File: src/rtl/fix_ari_mul_seq.sv
`default_nettype none
// ============================================================================
//  Module      : fix_ari_mul_seq
//  Description : Sequential sign-magnitude fixed-point multiplier. One
//                multiplier bit per cycle (shift-and-add), followed by a
//                rounding/saturation step and a valid/ready result hold.
//  Revision    : 1.0 - initial release
// ============================================================================
module fix_ari_mul_seq #(
  parameter  int INTE = 7,
  parameter  int POIN = 8,
  parameter  int SAT  = 1,
  localparam int M    = INTE + POIN,
  localparam int DATA = 1 + M
) (
  input  logic              clk,
  input  logic              rst_n,
  input  logic              in_valid,
  output logic              in_ready,
  input  logic [DATA-1:0]   data_in1,
  input  logic [DATA-1:0]   data_in2,
  input  logic              round_mode,
  output logic              out_valid,
  input  logic              out_ready,
  output logic [2*M:0]      data_out,
  output logic [DATA-1:0]   data_out_round,
  output logic              ovf
);

  localparam int              CW   = $clog2(M);
  localparam logic [CW-1:0]   LAST = CW'(M - 1);

  typedef enum logic [1:0] {
    IDLE = 2'd0,
    BUSY = 2'd1,
    RND  = 2'd2,
    DONE = 2'd3
  } state_t;

  state_t              state;
  state_t              state_nx;

  logic [DATA-1:0]     op_a;
  logic [DATA-1:0]     op_b;
  logic                rm;
  logic [2*M-1:0]      acc;
  logic [CW-1:0]       cnt;

  logic [2*M-1:0]      addend;
  logic                round_bit;
  logic [2*M:0]        r;
  logic                ovf_c;
  logic [M-1:0]        mag_rnd;
  logic                sign;
  logic [2*M:0]        full_c;
  logic [DATA-1:0]     rnd_c;

  // State register
  always_ff @(posedge clk) begin
    if (!rst_n) state <= IDLE;
    else        state <= state_nx;
  end

  // Next-state logic; in_valid only matters in IDLE, out_ready only in DONE
  always_comb begin
    state_nx = state;
    case (state)
      IDLE:    if (in_valid)       state_nx = BUSY;
      BUSY:    if (cnt == LAST)    state_nx = RND;
      RND:                         state_nx = DONE;
      DONE:    if (out_ready)      state_nx = IDLE;
      default:                     state_nx = IDLE;
    endcase
  end

  assign in_ready  = (state == IDLE);
  assign out_valid = (state == DONE);

  // Partial product, rounding and saturation of the finished accumulator
  always_comb begin
    addend    = {{M{1'b0}}, op_a[M-1:0]} << cnt;
    round_bit = rm & acc[POIN-1];
    r         = {1'b0, acc >> POIN} + {{(2*M){1'b0}}, round_bit};
    ovf_c     = |r[2*M:M];
    mag_rnd   = (ovf_c && (SAT != 0)) ? {M{1'b1}} : r[M-1:0];
    sign      = op_a[DATA-1] ^ op_b[DATA-1];
    // A zero magnitude never carries a negative sign
    full_c    = {sign & (|acc), acc};
    rnd_c     = {sign & (|mag_rnd), mag_rnd};
  end

  // Operand capture, shift-and-add accumulation and result registers
  always_ff @(posedge clk) begin
    if (!rst_n) begin
      op_a           <= '0;
      op_b           <= '0;
      rm             <= 1'b0;
      acc            <= '0;
      cnt            <= '0;
      data_out       <= '0;
      data_out_round <= '0;
      ovf            <= 1'b0;
    end else begin
      case (state)
        IDLE: begin
          if (in_valid) begin
            op_a <= data_in1;
            op_b <= data_in2;
            rm   <= round_mode;
            acc  <= '0;
            cnt  <= '0;
          end
        end
        BUSY: begin
          if (op_b[cnt]) acc <= acc + addend;
          cnt <= cnt + 1'b1;
        end
        RND: begin
          data_out       <= full_c;
          data_out_round <= rnd_c;
          ovf            <= ovf_c;
        end
        default: ;
      endcase
    end
  end

endmodule
`default_nettype wire

File: config.mk
export PLATFORM = sky130hd
export DESIGN_NAME = fix_ari_mul_seq
export DESIGN_NICKNAME = d
export VERILOG_FILES = /design/src/rtl/fix_ari_mul_seq.sv
export SDC_FILE = /design/constraint.sdc
export NUM_CORES = 1
export LEC_CHECK = 0
export CAP_MARGIN = 0
export CORE_MARGIN = 2
export CORE_UTILIZATION = 45
export DETAILED_ROUTE_END_ITERATION = 16
export HOLD_SLACK_MARGIN = 0.02
export PLACE_DENSITY = 0.77
export SETUP_SLACK_MARGIN = 0.2
export SLEW_MARGIN = 10
export SYNTH_ARGS = -nofsm -noshare
export SYNTH_HDL_FRONTEND = slang
export SYNTH_SLANG_ARGS = --single-unit
File: constraint.sdc
create_clock -name clk -period 8.9 [get_ports clk]
set_input_delay 1.335 -clock clk [delete_from_list [all_inputs] [get_ports clk]]
set_output_delay 1.335 -clock clk [all_outputs]
set_load 0.01 [all_outputs]
==> results.sh <==
export IMPL_antennaDiodeCount=0
export IMPL_layout_common_cells="nand2_1 (134), dfxtp_1 (117), clkdlybuf4s50_1 (85)"
export IMPL_cts_buffer_depth=2
export IMPL_synth_enable_flop_cells=0
export IMPL_setup_tns_ps=0
export IMPL_die_w_um=132
export IMPL_total_power_mw=1.96
export IMPL_cts_root_buf="clkbuf_16"
export IMPL_ys_seq_area_frac=0.316
export IMPL_drc=0
export IMPL_synthArstFlopShare=0
export IMPL_fmax_mhz=224
export IMPL_finalCritPeriodShare=0.502
export IMPL_grt_pass1_wl_um=31300
export IMPL_r2r_end="acc[29]"
export IMPL_area_growth_pct=20.6
export IMPL_initial_utilization=0.463
export IMPL_clock_power_share=0.368
export IMPL_syn_inst=912
export IMPL_min_to="op_b[8]"
export IMPL_nFillCells=1477
export IMPL_cp_slowest_cell="dfxtp_1"
export IMPL_r2r_setup_slack_ps=4430
export IMPL_synthesis_area_um2=7400
export IMPL_cts_made_buffers=17
export IMPL_critPathTopFamily="simple AND/OR/NAND/NOR gates"
export IMPL_wl_per_cell_um=16.0
export IMPL_synth_compound_area_frac=0.205
export IMPL_dp_hpwl_um=13700
export IMPL_multiInputGateArea_um2=4710
export IMPL_io_buffers=86
export IMPL_power_density_nw_per_um2=220
export IMPL_synth_net_count=987
export IMPL_regArea_um2=2340
export IMPL_num_vias=6602
export IMPL_io_pins=87
export IMPL_finalHoldViolCount=0
export IMPL_status="finished clean"
export IMPL_setup_violations=0
export IMPL_die_area_um2=17500
export IMPL_cts_setup_buffers=0
export IMPL_drtIter0Drc=436
export IMPL_cp_required_ps=9250
export IMPL_die_height_um=132
export IMPL_overflow=0
export IMPL_hp_start="op_b[8]"
export IMPL_max_slew_margin=0.308
export IMPL_grt_pass1_vias=6253
export IMPL_fin_util=0.558
export IMPL_synth_top_family_by_area="simple AND/OR/NAND/NOR gates"
export IMPL_ctsHoldBuffers=0
export IMPL_h_tree_depth=4
export IMPL_stdcell_area_um2=8930
export IMPL_cp_max_fo=27
export IMPL_post_cts_resized=0
export IMPL_coreArea_um2=16000
export IMPL_clk_insertion_delay_late_ps=430
export IMPL_rows=46
export IMPL_worstPathCellList="mux2_2 -> nor2_1 -> a21oi_1 -> mux2_2 -> nand2_1 -> o21ai_0 -> ha_1 -> nand4_2 -> or3_1 -> or3_1 -> or3_1 -> o221ai_1 -> a21oi_1 -> o21ai_1"
export IMPL_end_kind="register"
export IMPL_antenna_found_initial=0
export IMPL_place_area_um2=8300
export IMPL_viasPerCell=5.54
export IMPL_synthFlopType="dfxtp_1"
export IMPL_p_int_mw=1.31
export IMPL_finalWirelength_um=19100
export IMPL_reg2reg_from="cnt[1]"
export IMPL_drt_first_pass_iters=6
export IMPL_path_common_cell="or3_1"
export IMPL_arrival_ps=4820
export IMPL_synth_seq_cells=117
export IMPL_holdCritPathClass="register to register"
export IMPL_clock_skew_ps=10.2
export IMPL_drtAntennaViolNets=0
export IMPL_path_buf_inv=0
export IMPL_drive_gt1_frac=0.0645
export IMPL_grt_util_all_layers=0.221
export IMPL_max_slew_worst_pin_slew_ps=1040
export IMPL_vdd_ir_drop_worst_mv=0.226
export IMPL_syn_area_per_cell_um2=8.11
export IMPL_cts_tree="built"
export IMPL_grt_max_degree=104
export IMPL_clk_pin_slew_ps=50
export IMPL_slowest_delay_ps=970
export IMPL_synthMuxAreaShare=0.0986
export IMPL_power_frac_seq=0.324
export IMPL_power_leakage_nw=3.19
export IMPL_critical_path_class="register to register"
export IMPL_maxCapViolations=0
export IMPL_ff2ff_path_depth=14
export IMPL_synth_xor_area_share=0.0438
export IMPL_holdWs_ps=464
export IMPL_place_congestion=0.959
export IMPL_synthAdderAreaFrac=0.0653
export IMPL_layout_commonest_cell="nand2_1"
export IMPL_combPwrFrac=0.308
export IMPL_yosysUniqueCellTypes=68
export IMPL_cts_sinks=117
export IMPL_yosys_warnings=0
export IMPL_crit_path_start_kind="register"
export IMPL_p_sw_frac=0.329
export IMPL_synthSimpleGateAreaFrac=0.223
export IMPL_rsz0062_at_grt="false"
export IMPL_hold_depth=2
export IMPL_total_switching_power_mw=0.645
export IMPL_fin_crit_ps=4470
export IMPL_slew_violations=0
export IMPL_finalNetCount=1038
[metrics by stage]
step | setup slack, ps | cells
4_1_cts | 4470 | 1192
2_1_floorplan | 4840 | 912
3_5_place_dp | 4500 | 1160
5_1_grt | 4150 | 1192
6_report | 4430 | 1192
3_3_place_gp | 4450 | 1160
[cell usage after synthesis, drive strengths merged (2+ instances only)]
master,instances,share of area
nand2,134,0.068
dfxtp,117,0.32
o21ai,68,0.046
nor2,53,0.027
mux2i,50,0.068
nor2b,50,0.042
a21oi,46,0.031
clkbuf,41,0.021
a21boi,37,0.038
ha,37,0.063
inv,25,0.013
nand3,21,0.015
a31oi,20,0.017
xnor2,19,0.022
nor3,18,0.014
xor2,18,0.021
buf,17,0.014
a22oi,13,0.013
and2,13,0.011
nand2b,10,0.0085
nor4,10,0.010
a211oi,9,0.0091
mux2,8,0.012
nand4,8,0.0096
a21o,7,0.0071
and3,7,0.0066
or3,7,0.0059
mux4,6,0.019
o211ai,6,0.0061
o21a,4,0.0041
a221oi,3,0.0052
o22ai,3,0.0025
a22o,2,0.0024
and4,2,0.0024
o211a,2,0.0027
o21bai,2,0.0020
o31ai,2,0.0020
[kinds of logic after synthesis]
group | count (synthesis)
muxes | 64
buffers and inverters | 84
xor gates and xnor gates | 37
and+or+nand+nor | 336
AOI/OAI and AO/OA | 236
DFF | 117
adders and majority gates | 38
[area by class of cell]
cell class,count,area share
clock buffer,20,0.0500
clock inverter,12,0.0199
inverter,26,0.0109
multi-input combinational,711,0.527
sequential,117,0.262
tap,216,0.0303
timing repair buffer,90,0.0992
[power by group through the flow]
stage          sequential, mW  clock, mW  combinational, mW
2_1_floorplan           0.646          0              0.426
3_3_place_gp            0.644          0              0.591
3_5_place_dp            0.647          0              0.597
4_1_cts                 0.636      0.732              0.605
5_1_grt                 0.646      0.756              0.668
6_report                0.636      0.721              0.603
[sequential cells by signal (all words and copies together), names as in the netlist]
| signal | flops |
|---|---|
| rm | 1 |
| acc | 30 |
| cnt | 4 |
| op_a | 16 |
| data_out_round | 16 |
| state | 2 |
| data_out | 31 |
| op_b | 16 |
| ovf | 1 |
[worst reg2reg max path: stages (launching register included)]
cell and delay, ps:
dfxtp_1 970, mux2_2 430, nor2_1 80, a21oi_1 60, mux2_2 290, nand2_1 70, o21ai_0 120, ha_1 460
nand4_2 190, or3_1 440, or3_1 420, or3_1 320, o221ai_1 280, a21oi_1 120, o21ai_1 140
[worst max-delay path by stage]
stage	startpoint	cells after the start	end	slack [ps]
after floorplan	cnt[1]	16	acc[29]	4840
after global placement	cnt[1]	14	acc[29]	4450
after detailed placement	cnt[1]	14	acc[29]	4500
after CTS	cnt[1]	14	acc[29]	4470
after global routing	cnt[1]	14	acc[29]	4150
final	cnt[1]	14	acc[29]	4430
[layer usage]
layer / share of wire / global-route usage / vias to the layer above / wire length (um)
met4: 0.024 / 0.0830 / 0 / 459
met3: 0.063 / 0.0473 / 36 / 1210
met5: 0 / 0 / - / 0
li1: - / - / 3329 / -
met1: 0.45 / 0.285 / 3013 / 8590
met2: 0.46 / 0.365 / 224 / 8860
Power figures use the tool's default switching activity.
